### src/rtl/aximm_patgen_mc.sv
`default_nettype none
// ============================================================================
// Module   : aximm_patgen_mc
// Purpose  : Multi-channel AXI-MM traffic pattern generator. Builds fixed,
//            LFSR, incrementing or walking-ones beats, buffers them in an
//            internal sync FIFO, presents them on a valid/ready stream and
//            mirrors every generated beat on an expected-data port for the
//            downstream checker.
// Ports    : wr_clk, rst_n (async, active low)
//            patgen_en / patgen_sel / patgen_cnt / cntuspatt_en : burst control
//            chkr_fifo_full      : checker backpressure, stalls generation
//            patgen_dout / axist_valid / axist_rdy : output stream
//            patgen_exp_dout / patgen_data_wr      : expected beat + strobe
//            patgen_busy / patgen_done             : status
//            stall_cnt           : valid && !rdy cycle counter
// Options  : `AXIMM_PATGEN_STALL_CNT_EN enables the stall counter; when it is
//            undefined stall_cnt is tied to zero.
// Revision : 1.0 - initial release
// ============================================================================
module aximm_patgen_mc #(
  parameter int DATA_WIDTH = 64,
  parameter int NUM_CHNL   = 1,
  parameter int FIFO_DEPTH = 16,
  parameter int CNT_WIDTH  = 8
) (
  input  logic                           wr_clk,
  input  logic                           rst_n,
  input  logic                           patgen_en,
  input  logic [1:0]                     patgen_sel,
  input  logic [CNT_WIDTH-1:0]           patgen_cnt,
  input  logic                           cntuspatt_en,
  input  logic                           chkr_fifo_full,
  output logic [NUM_CHNL*DATA_WIDTH-1:0] patgen_dout,
  output logic                           axist_valid,
  input  logic                           axist_rdy,
  output logic [NUM_CHNL*DATA_WIDTH-1:0] patgen_exp_dout,
  output logic                           patgen_data_wr,
  output logic                           patgen_busy,
  output logic                           patgen_done,
  output logic [15:0]                    stall_cnt
);

  localparam int          C_W          = NUM_CHNL * DATA_WIDTH;
  localparam int          C_AW         = $clog2(FIFO_DEPTH);
  localparam int          C_IW         = $clog2(DATA_WIDTH);
  localparam int          C_REP        = DATA_WIDTH / 32;
  localparam logic [31:0] C_LFSR_SEED  = 32'hACE1_9001;
  localparam logic [31:0] C_INCR_SEED  = 32'h4444_4444;
  // Right-shifting Galois form of x^32 + x^22 + x^2 + x + 1
  localparam logic [31:0] C_LFSR_MASK  = 32'h8020_0003;
  localparam logic [31:0] C_FIXED_WORD = 32'h3333_3333;
  localparam logic [C_AW:0]     C_DEPTH_CNT = (C_AW+1)'(FIFO_DEPTH);
  localparam logic [C_IW-1:0]   C_IDX_LAST  = C_IW'(DATA_WIDTH-1);

  typedef enum logic [1:0] {
    S_IDLE  = 2'd0,
    S_GEN   = 2'd1,
    S_DRAIN = 2'd2,
    S_DONE  = 2'd3
  } state_t;

  state_t                r_state;
  state_t                w_state_nxt;

  logic                  r_en_d;
  logic [1:0]            r_sel;
  logic [CNT_WIDTH-1:0]  r_cnt;
  logic                  r_cont;
  logic [CNT_WIDTH-1:0]  r_beat_cnt;
  logic [31:0]           r_lfsr;
  logic [31:0]           r_incr;
  logic [C_IW-1:0]       r_idx;

  logic [C_W-1:0]        r_mem [FIFO_DEPTH];
  logic [C_AW-1:0]       r_wr_ptr;
  logic [C_AW-1:0]       r_rd_ptr;
  logic [C_AW:0]         r_count;
  logic                  r_valid;
  logic [C_W-1:0]        r_dout;

  logic                  w_start;
  logic                  w_gen_stop;
  logic                  w_push;
  logic                  w_pop;
  logic                  w_last;
  logic [31:0]           w_lfsr_nxt;
  logic [DATA_WIDTH-1:0] w_base;
  logic [C_W-1:0]        w_beat;

  // --------------------------------------------------------------------------
  // Control decode
  // --------------------------------------------------------------------------
  assign w_start    = (r_state == S_IDLE) && patgen_en && !r_en_d;
  // Abort or end of continuous mode stops generation in the same cycle
  assign w_gen_stop = !patgen_en || (r_cont && !cntuspatt_en);
  // Occupancy is checked before any same-cycle pop, so the FIFO cannot overflow
  assign w_push     = (r_state == S_GEN) && !w_gen_stop &&
                      (r_count < C_DEPTH_CNT) && !chkr_fifo_full;
  assign w_last     = w_push && !r_cont &&
                      ((r_beat_cnt + CNT_WIDTH'(1)) == r_cnt);
  assign w_pop      = (!r_valid || axist_rdy) && (r_count != '0);

  // --------------------------------------------------------------------------
  // FSM
  // --------------------------------------------------------------------------
  always_ff @(posedge wr_clk or negedge rst_n) begin
    if (!rst_n) begin
      r_state <= S_IDLE;
      r_en_d  <= 1'b0;
    end else begin
      r_state <= w_state_nxt;
      r_en_d  <= patgen_en;
    end
  end

  always_comb begin
    w_state_nxt = r_state;
    case (r_state)
      S_IDLE: begin
        if (w_start) begin
          if ((patgen_cnt == '0) && !cntuspatt_en) w_state_nxt = S_DONE;
          else                                      w_state_nxt = S_GEN;
        end
      end
      S_GEN: begin
        if (w_gen_stop || w_last) w_state_nxt = S_DRAIN;
      end
      S_DRAIN: begin
        if ((r_count == '0) && !r_valid) w_state_nxt = S_DONE;
      end
      S_DONE:  w_state_nxt = S_IDLE;
      default: w_state_nxt = S_IDLE;
    endcase
  end

  // --------------------------------------------------------------------------
  // Burst parameters and pattern state (pattern state survives across bursts)
  // --------------------------------------------------------------------------
  assign w_lfsr_nxt = {1'b0, r_lfsr[31:1]} ^ (r_lfsr[0] ? C_LFSR_MASK : 32'h0);

  always_ff @(posedge wr_clk or negedge rst_n) begin
    if (!rst_n) begin
      r_sel      <= 2'b00;
      r_cnt      <= '0;
      r_cont     <= 1'b0;
      r_beat_cnt <= '0;
      r_lfsr     <= C_LFSR_SEED;
      r_incr     <= C_INCR_SEED;
      r_idx      <= '0;
    end else begin
      if (w_start) begin
        r_sel      <= patgen_sel;
        r_cnt      <= patgen_cnt;
        r_cont     <= cntuspatt_en;
        r_beat_cnt <= '0;
      end else if (w_push) begin
        r_beat_cnt <= r_beat_cnt + CNT_WIDTH'(1);
      end
      if (w_push) begin
        case (r_sel)
          2'b01:   r_lfsr <= w_lfsr_nxt;
          2'b10:   r_incr <= r_incr + 32'd1;
          2'b11:   r_idx  <= (r_idx == C_IDX_LAST) ? '0 : r_idx + C_IW'(1);
          default: ;
        endcase
      end
    end
  end

  // --------------------------------------------------------------------------
  // Beat construction: base word, then per-lane byte rotation
  // --------------------------------------------------------------------------
  always_comb begin
    w_base = '0;
    case (r_sel)
      2'b00:   w_base = {C_REP{C_FIXED_WORD}};
      2'b01:   w_base = {C_REP{r_lfsr}};
      2'b10:   w_base = {C_REP{r_incr}};
      default: w_base[r_idx] = 1'b1;
    endcase
  end

  for (genvar c = 0; c < NUM_CHNL; c++) begin : g_lane
    localparam int ROT = (8 * c) % DATA_WIDTH;
    if (ROT == 0) begin : g_rot0
      assign w_beat[c*DATA_WIDTH +: DATA_WIDTH] = w_base;
    end else begin : g_rot
      assign w_beat[c*DATA_WIDTH +: DATA_WIDTH] =
        {w_base[DATA_WIDTH-ROT-1:0], w_base[DATA_WIDTH-1:DATA_WIDTH-ROT]};
    end
  end

  // --------------------------------------------------------------------------
  // Sync FIFO; storage needs no reset since occupancy is tracked separately
  // --------------------------------------------------------------------------
  always_ff @(posedge wr_clk) begin
    if (w_push) r_mem[r_wr_ptr] <= w_beat;
  end

  always_ff @(posedge wr_clk or negedge rst_n) begin
    if (!rst_n) begin
      r_wr_ptr <= '0;
      r_rd_ptr <= '0;
      r_count  <= '0;
    end else begin
      if (w_push) r_wr_ptr <= r_wr_ptr + C_AW'(1);
      if (w_pop)  r_rd_ptr <= r_rd_ptr + C_AW'(1);
      case ({w_push, w_pop})
        2'b10:   r_count <= r_count + (C_AW+1)'(1);
        2'b01:   r_count <= r_count - (C_AW+1)'(1);
        default: ;
      endcase
    end
  end

  // Output head register: always one cycle behind the FIFO, data zeroed when idle
  always_ff @(posedge wr_clk or negedge rst_n) begin
    if (!rst_n) begin
      r_valid <= 1'b0;
      r_dout  <= '0;
    end else if (w_pop) begin
      r_valid <= 1'b1;
      r_dout  <= r_mem[r_rd_ptr];
    end else if (axist_rdy) begin
      r_valid <= 1'b0;
      r_dout  <= '0;
    end
  end

  // --------------------------------------------------------------------------
  // Optional stall counter
  // --------------------------------------------------------------------------
`ifdef AXIMM_PATGEN_STALL_CNT_EN
  logic [15:0] r_stall_cnt;
  always_ff @(posedge wr_clk or negedge rst_n) begin
    if (!rst_n) begin
      r_stall_cnt <= 16'h0;
    end else if (w_start && (w_state_nxt == S_GEN)) begin
      r_stall_cnt <= 16'h0;
    end else if (r_valid && !axist_rdy && (r_stall_cnt != 16'hFFFF)) begin
      r_stall_cnt <= r_stall_cnt + 16'd1;
    end
  end
  assign stall_cnt = r_stall_cnt;
`else
  assign stall_cnt = 16'h0;
`endif

  // --------------------------------------------------------------------------
  // Outputs
  // --------------------------------------------------------------------------
  assign patgen_dout     = r_dout;
  assign axist_valid     = r_valid;
  assign patgen_data_wr  = w_push;
  assign patgen_exp_dout = w_push ? w_beat : '0;
  assign patgen_busy     = (r_state != S_IDLE);
  assign patgen_done     = (r_state == S_DONE);

endmodule
`default_nettype wire

### config.mk
export PLATFORM = sky130hd
export DESIGN_NAME = aximm_patgen_mc
export DESIGN_NICKNAME = d
export VERILOG_FILES = /design/src/rtl/aximm_patgen_mc.sv
export SDC_FILE = /design/constraint.sdc
export NUM_CORES = 1
export LEC_CHECK = 0
export CAP_MARGIN = 25
export CORE_MARGIN = 3
export CORE_UTILIZATION = 48
export DETAILED_ROUTE_END_ITERATION = 7
export HOLD_SLACK_MARGIN = 0.05
export PLACE_DENSITY_LB_ADDON = 0.05
export SYNTH_ARGS = -nofsm -noshare
export SYNTH_HDL_FRONTEND = slang
export SYNTH_SLANG_ARGS = --single-unit
### constraint.sdc
create_clock -name wr_clk -period 4.47 [get_ports wr_clk]
set_clock_uncertainty 0.1 [all_clocks]
set_input_delay 0.6705 -clock wr_clk [delete_from_list [all_inputs] [get_ports wr_clk]]
set_output_delay 0.6705 -clock wr_clk [all_outputs]
set_load 0.03 [all_outputs]
Yosys cells after proc, flatten, opt, wreduce, memory -nomap -nowiden

Memories as Yosys holds them, arrays and structs flattened.
Index checks and enable logic that the tools add are counted.
W data, S select, Z words.

Bits in latches: 0
Output and inout bits: 148
Logic and storage cells: 94
Register bits: 170
Memory bits (read-only): 0
Memory bits (writable): 1,024
Memories: 1
Bits of input ports: 16

Memories:

| memory | words | bits a word | rd ports | clocked after memory_dff | write ports | line | source |
|---|---|---|---|---|---|---|---|
| r_mem  | 16    | 64          | 1        | 0                        | 1           | 74   | `logic [C_W-1:0] r_mem [FIFO_DEPTH];` |

Add/sub/neg operators: 7
Muxes and demuxes: 20
Equality and inequality tests: 13
Bitwise operators: 1
Order comparisons: 3
Multipliers: 0
Reductions and logical operators: 35
Div/mod/pow operators: 0
Shifts and indexed selects: 0

Operators by type and width:

| kind                    | count |
|---|---|
| $mux W64                | 3 |
| $pmux W64 S3            | 1 |
| $add A32 B1 Y32 const B | 1 |
| $mux W32                | 1 |
| $xor A31 B32 Y32        | 1 |
| $mux W8                 | 2 |
| $logic_and A1 B1 Y1     | 12 |
| $eq A2 B2 Y1 const B    | 5 |
| $pmux W5 S2             | 1 |
| $add A4 B1 Y4 const B   | 2 |
| $add A8 B1 Y8 const B   | 1 |
| $eq A8 B8 Y1            | 1 |
| $logic_not A8 Y1        | 1 |
| $mux W2                 | 4 |
| $pmux W2 S4             | 1 |
| $reduce_bool A2 Y1      | 4 |
| $logic_not A1 Y1        | 7 |
| $lt A6 B7 Y1 const B    | 1 |
| $add A6 B1 Y6 const B   | 1 |
| $demux W1 S6            | 1 |
| $eq A2 B1 Y1 const B    | 3 |
| $eq A6 B6 Y1 const B    | 1 |
| $ge A6 B1 Y1 const B    | 1 |
| $mux W6                 | 1 |
| other kinds (12)        | 22 |

Longest topological paths before layout

Depth after elaboration: 12
Depth in mapped cells: 13
Gate-level depth less buffers: 12

Worst setup path after synthesis

No wires, ideal clock.

Path kind: input to register
From: input cntuspatt_en
To: memory r_mem[4][0] (netlist bit), enable pin
Path slack: 667 ps
Path buffers: 1
Arrival: 3,274 ps
Data required time: 3,941 ps
Library setup time: 429 ps
Stages: 7
Cell sequence: nand2b_1 > nand4_2 > inv_1 > clkbuf_1 > nand2_1 > nor2_1 > and2_1

Cells in the longest elaborated chain, start to end: 9

Ends and longest elaborated chain:

| element                           | line | source |
|---|---|---|
| start, declared                   | 31   | `input logic cntuspatt_en,` |
| $logic_not A1 Y1                  | 95   | `assign w_gen_stop = !patgen_en \|\| (r_cont && !cntuspatt_en);` |
| $logic_and A1 B1 Y1               | 95   |  |
| $logic_or A1 B1 Y1                | 95   |  |
| $logic_not A1 Y1                  | 97   | `assign w_push = (r_state == S_GEN) && !w_gen_stop &&` |
| $logic_and A1 B1 Y1 (2 in series) | 97   |  |
| $logic_and A1 B1 Y1               | 98   | `(r_count < C_DEPTH_CNT) && !chkr_fifo_full;` |
| $mux W1                           | 197  | `if (w_push) r_mem[r_wr_ptr] <= w_beat;` |
| $mux W1 (implied by the code)     | 197  |  |
| end, declared                     | 74   |  |

Every way passes these cells.

Final worst setup path

From: register r_idx[2]
To: output patgen_exp_dout[4]

Cells in the longest elaborated chain, start to end: 6
Elaborated cells on any way between the ends: 7
Classes of those cells: order compare: 2; mux: 4; reduce/logical: 1

Ends and longest elaborated chain:

| element                                                            | line | source |
|---|---|---|
| start, declared                                                    | 72   | `logic [C_IW-1:0] r_idx;` |
| start signal, assigned                                             | 163  | `2'b11: r_idx <= (r_idx == C_IDX_LAST) ? '0 : r_idx + C_IW'(1);` |
| $lt A6 B7 Y1 (implied by the code) or $ge A6 B1 Y1 (tied branches) | 179  | `default: w_base[r_idx] = 1'b1;` |
| $logic_and A1 B1 Y1 (implied by the code)                          | 179  |  |
| $mux W1 (implied by the code)                                      | 179  |  |
| $demux W1 S6 *                                                     | 179  |  |
| $pmux W64 S3 *                                                     | 175  | `case (r_sel)` |
| net w_base[4]                                                      | 87   | `logic [DATA_WIDTH-1:0] w_base;` |
| $mux W64 *                                                         | 255  | `assign patgen_exp_dout = w_push ? w_beat : '0;` |
| end, declared                                                      | 36   | `output logic [NUM_CHNL*DATA_WIDTH-1:0] patgen_exp_dout,` |

Mark *: on every way through the listed nets, which the timed path passes. The rest lies on a longest branch.

==> flow_results.xml <==
<?xml version="1.0" encoding="UTF-8"?>
<metrics>
  <group name="critical_path">
    <metric name="path_cells" unit="">or3b_1 &gt; o21ai_1 &gt; o21ai_0 &gt; a21oi_1 &gt; and2_1 &gt; clkdlybuf4s50_1</metric>
    <metric name="end_kind" unit="">output port</metric>
    <metric name="crit-reg2reg-launch" unit="">r_state[1]</metric>
    <metric name="library_cell_contributing_the_largest_single_delay_on_the_critical_path" unit="">clkdlybuf4s50_1</metric>
    <metric name="worst_path_max_stage_delay" unit="ns">0.67</metric>
    <metric name="worst-endpoint-required" unit="ns">3.70</metric>
    <metric name="cp-start-kind" unit="">flop</metric>
    <metric name="timing_worst_setup_path_type" unit="">reg -&gt; out</metric>
    <metric name="crit_path_start" unit="">r_idx[2]</metric>
    <metric name="worstPathMaxFanout" unit="">13</metric>
    <metric name="data_arrival_time_of_the_worst_path" unit="ns">3.54</metric>
  </group>
  <group name="power_and_ir_drop">
    <metric name="power.density_cell_area" unit="mW/mm²">620</metric>
    <metric name="p_leak" unit="nW">18.4</metric>
    <metric name="vdd_drop_max" unit="V">0.000371</metric>
  </group>
  <group name="placed_design">
    <metric name="hpwlAfterDp" unit="µm">71500</metric>
    <metric name="place_congestion" unit="">0.894</metric>
    <metric name="placed_cell_area" unit="mm²">0.0515</metric>
    <metric name="dp.cells" unit="">3894</metric>
    <metric name="place.port_buffers" unit="">147</metric>
  </group>
  <group name="synthesis">
    <metric name="post_synth_mux_area_share" unit="%">15.9</metric>
    <metric name="synthesis.instances" unit="">2475</metric>
    <metric name="synth-simple-area-share" unit="%">4.19</metric>
    <metric name="netlist_area" unit="mm²">0.0479</metric>
    <metric name="avgSynthCellArea" unit="µm²">19.3</metric>
    <metric name="post_synth_edffs" unit="">1024</metric>
    <metric name="postSynth.topFlopCell" unit="">edfxtp_1</metric>
    <metric name="yosys_register_bits" unit="">1194</metric>
    <metric name="synth-xor-area-share" unit="%">1.13</metric>
    <metric name="synth_compound_gate_area_share" unit="%">3.15</metric>
    <metric name="seq_area_frac_synth" unit="%">73.2</metric>
    <metric name="synthAdderAreaFrac" unit="%">0.486</metric>
    <metric name="largest_family_of_logic_cells_by_synthesized_area" unit="">multiplexers</metric>
    <metric name="synthesis.yosys.warnings" unit="">0</metric>
    <metric name="synth-async-reset-ratio" unit="%">14.2</metric>
    <metric name="synth.lib_cells_used.distinct" unit="">46</metric>
  </group>
  <group name="drt">
    <metric name="first_iter_violations" unit="">2551</metric>
    <metric name="detail_route.first_pass.iterations" unit="">5</metric>
    <metric name="finalWirelength" unit="µm">124000</metric>
    <metric name="drt_drc_violations_left" unit="">0</metric>
    <metric name="wire_per_inst" unit="µm">30.0</metric>
    <metric name="post_drt_via_cell_ratio" unit="">6.03</metric>
    <metric name="routed-via-count" unit="">24897</metric>
    <metric name="antenna_left" unit="">0</metric>
  </group>
  <group name="layout">
    <metric name="insertedDiodeCount" unit="">0</metric>
    <metric name="nets" unit="">2774</metric>
    <metric name="multi_input_area" unit="mm²">0.0120</metric>
    <metric name="fin_util" unit="%">56.4</metric>
    <metric name="area_delta_synth_final" unit="%">16.2</metric>
    <metric name="final_layout_size_suffix_gt1_share" unit="%">26.1</metric>
    <metric name="layout_commonest_cell" unit="">edfxtp_1</metric>
    <metric name="area.sequential" unit="mm²">0.0350</metric>
    <metric name="layout.cells.most_common_list" unit="">edfxtp_1, mux4_2, nand2_1</metric>
    <metric name="final_area" unit="mm²">0.0556</metric>
    <metric name="fill_cells" unit="">7401</metric>
    <metric name="final_non_filler_cell_total" unit="">4131</metric>
  </group>
  <group name="global_routing">
    <metric name="grt_first_pass_wirelength" unit="µm">181000</metric>
    <metric name="grt_max_degree" unit="">89</metric>
    <metric name="overflow" unit="">0</metric>
    <metric name="grt_antenna_before_repair" unit="">7</metric>
    <metric name="via_count_of_the_first_global_routing_pass" unit="">25727</metric>
    <metric name="grtUsageTotal" unit="%">24.4</metric>
  </group>
  <group name="die">
    <metric name="num_rows" unit="">115</metric>
    <metric name="core_area" unit="mm²">0.0986</metric>
    <metric name="initial_utilization" unit="%">48.6</metric>
    <metric name="area_of_the_die" unit="mm²">0.104</metric>
    <metric name="die_w" unit="µm">322</metric>
    <metric name="die_y" unit="µm">322</metric>
    <metric name="io_pins" unit="">164</metric>
  </group>
  <group name="timing">
    <metric name="max_slew.worst_pin.slew" unit="ns">0.995</metric>
    <metric name="rsz0062_at_grt" unit="">no</metric>
    <metric name="final_setup_tns" unit="ns">0</metric>
    <metric name="timing.final.hold_violations" unit="">0</metric>
    <metric name="min_period_over_period" unit="%">96.5</metric>
    <metric name="setup_viol" unit="">0</metric>
    <metric name="final-max-slew-violation-count" unit="">0</metric>
    <metric name="relSlewSlack" unit="%">33.6</metric>
    <metric name="fmax" unit="MHz">232</metric>
    <metric name="period_needed" unit="ns">4.31</metric>
    <metric name="fin_hold_ws" unit="ns">0.399</metric>
  </group>
  <group name="cts">
    <metric name="cts-htree-levels" unit="">4</metric>
    <metric name="cts_buffers" unit="">130</metric>
    <metric name="worstSkewPairLatency" unit="ns">0.72</metric>
    <metric name="clock_path_buffers" unit="">3</metric>
    <metric name="tritoncts_num_sinks" unit="">1194</metric>
    <metric name="path_clk_slew" unit="ns">0.06</metric>
    <metric name="tritoncts" unit="">done</metric>
    <metric name="clk_root_buffer_cell" unit="">clkbuf_16</metric>
  </group>
  <group name="flow_run">
    <metric name="cap_viol_max_count" unit="">0</metric>
  </group>
  <group name="min_path">
    <metric name="timing.hold.worst.class" unit="">in -&gt; reg</metric>
    <metric name="holdCritStartpoint" unit="">patgen_cnt[7]</metric>
  </group>
  <group name="status">
    <metric name="run_status" unit="">completed</metric>
  </group>
</metrics>
==> flip-flops by register name, indices dropped and copies added, names as in the netlist <==
| name | cells |
|---|---|
| r_en_d | 1 |
| axist_valid | 1 |
| r_rd_ptr | 4 |
| r_count | 5 |
| r_state | 2 |
| r_idx | 6 |
| r_cont | 1 |
| r_beat_cnt | 8 |
| r_cnt | 8 |
| r_incr | 32 |
| patgen_dout | 64 |
| r_mem | 1024 |
| r_wr_ptr | 4 |
| r_sel | 2 |
| r_lfsr | 32 |
==> worst max-delay path: cells and delay by family (launching register included) <==
| family | cells | cell delay (ns) |
|---|---|---|
| buf+inv | 1 | 0.67 |
| compound gates | 3 | 0.81 |
| flops | 1 | 0.56 |
| simple gates | 2 | 0.79 |
==> worst paths after layout <==
| kind | endpoint | slack (ns) | cells past startpoint |
|---|---|---|---|
| setup / recovery | patgen_exp_dout[4] | 0.16 | 6 |
| hold / removal | r_cnt[7] | 0.40 | 3 |
| setup reg to reg | r_mem[12][37] | 1.43 | 8 |
| hold reg to reg | r_cnt[7] | 0.40 | 2 |
| max in group asynchronous | r_incr[6] | 2.74 | 3 |
| min in group asynchronous | patgen_dout[48] | 0.56 | 2 |
==> routing by layer <==
metal | GRT usage (%) | vias to the layer above | share of wire, %
met2 | 39.5 | 908 | 49
li1 | - | 10437 | -
met3 | 3.97 | 170 | 5.8
met1 | 34.9 | 13382 | 43
met4 | 6.51 | 0 | 2.2
met5 | 0 | - | 0
==> final cells by class <==
type	count	share of cell area [%]
Sequential cell	1194	63.0
Clock inverter	54	0.707
Multi-Input combinational cell	1118	21.7
Inverter	16	0.110
Tap cell	1287	2.90
Clock buffer	182	6.56
Timing Repair Buffer	280	5.03
==> where the power goes <==
group	total (mW)	leakage, nW	internal, mW	switching (mW)
clock	10.2	1.98	5.97	4.19
sequential	14.5	11.0	13.7	0.716
combinational	9.83	5.39	4.15	5.67
==> per-stage QoR <==
step | setup WS (ns) | power (mW)
after floorplan | 0.667 | 21.0
after global placement | 0.765 | 24.5
after detailed placement | 0.761 | 24.7
after CTS | 0.0201 | 34.8
after global routing | 0.00130 | 35.9
final | 0.156 | 34.4
==> synth_stat cells (3+ instances only) <==
library cell / number / area, µm²
o21ai_0: 94 / 470
nand2b_1: 11 / 68.8
a22oi_1: 8 / 60.1
buf_1: 12 / 45.0
nor2b_1: 5 / 31.3
xnor2_1: 46 / 403
buf_4: 16 / 120
nand4_1: 14 / 87.6
nand3b_1: 4 / 30.0
buf_6: 25 / 282
nand2_1: 202 / 758
a22o_1: 13 / 114
edfxtp_1: 1024 / 30700
clkbuf_1: 95 / 357
nand3_1: 23 / 115
ha_1: 17 / 213
mux2_2: 32 / 360
or3_1: 6 / 37.5
o21ai_1: 25 / 125
a21oi_1: 40 / 200
nor2_1: 44 / 165
and2_1: 80 / 500
mux4_2: 320 / 7210
and3_1: 7 / 43.8
nor3_1: 8 / 40.0
buf_2: 14 / 70.1
a21o_1: 3 / 22.5
mux2i_1: 4 / 40.0
inv_1: 16 / 60.1
xor2_1: 16 / 140
or4_1: 3 / 22.5
o211ai_1: 64 / 480
dfrtp_1: 151 / 3780
dfstp_2: 19 / 499
==> logic make-up (layout without fill, tap and decap cells) <==
family	count (synthesis)	after routing
compound gates	250	250
xor+xnor	62	62
fa+ha+maj	18	18
buf+inv	178	532
flops	1194	1194
mux	356	356
other cells	1	16
simple gates	416	416
==> timing repair <==
action                                  CTS  global route
hold endpoints to repair                 78             0
resized for setup                         0             7
setup buffers                             0             0
hold buffers                              1             0
endpoints found under the setup margin    0             7
(Power assumes the default switching activity.)
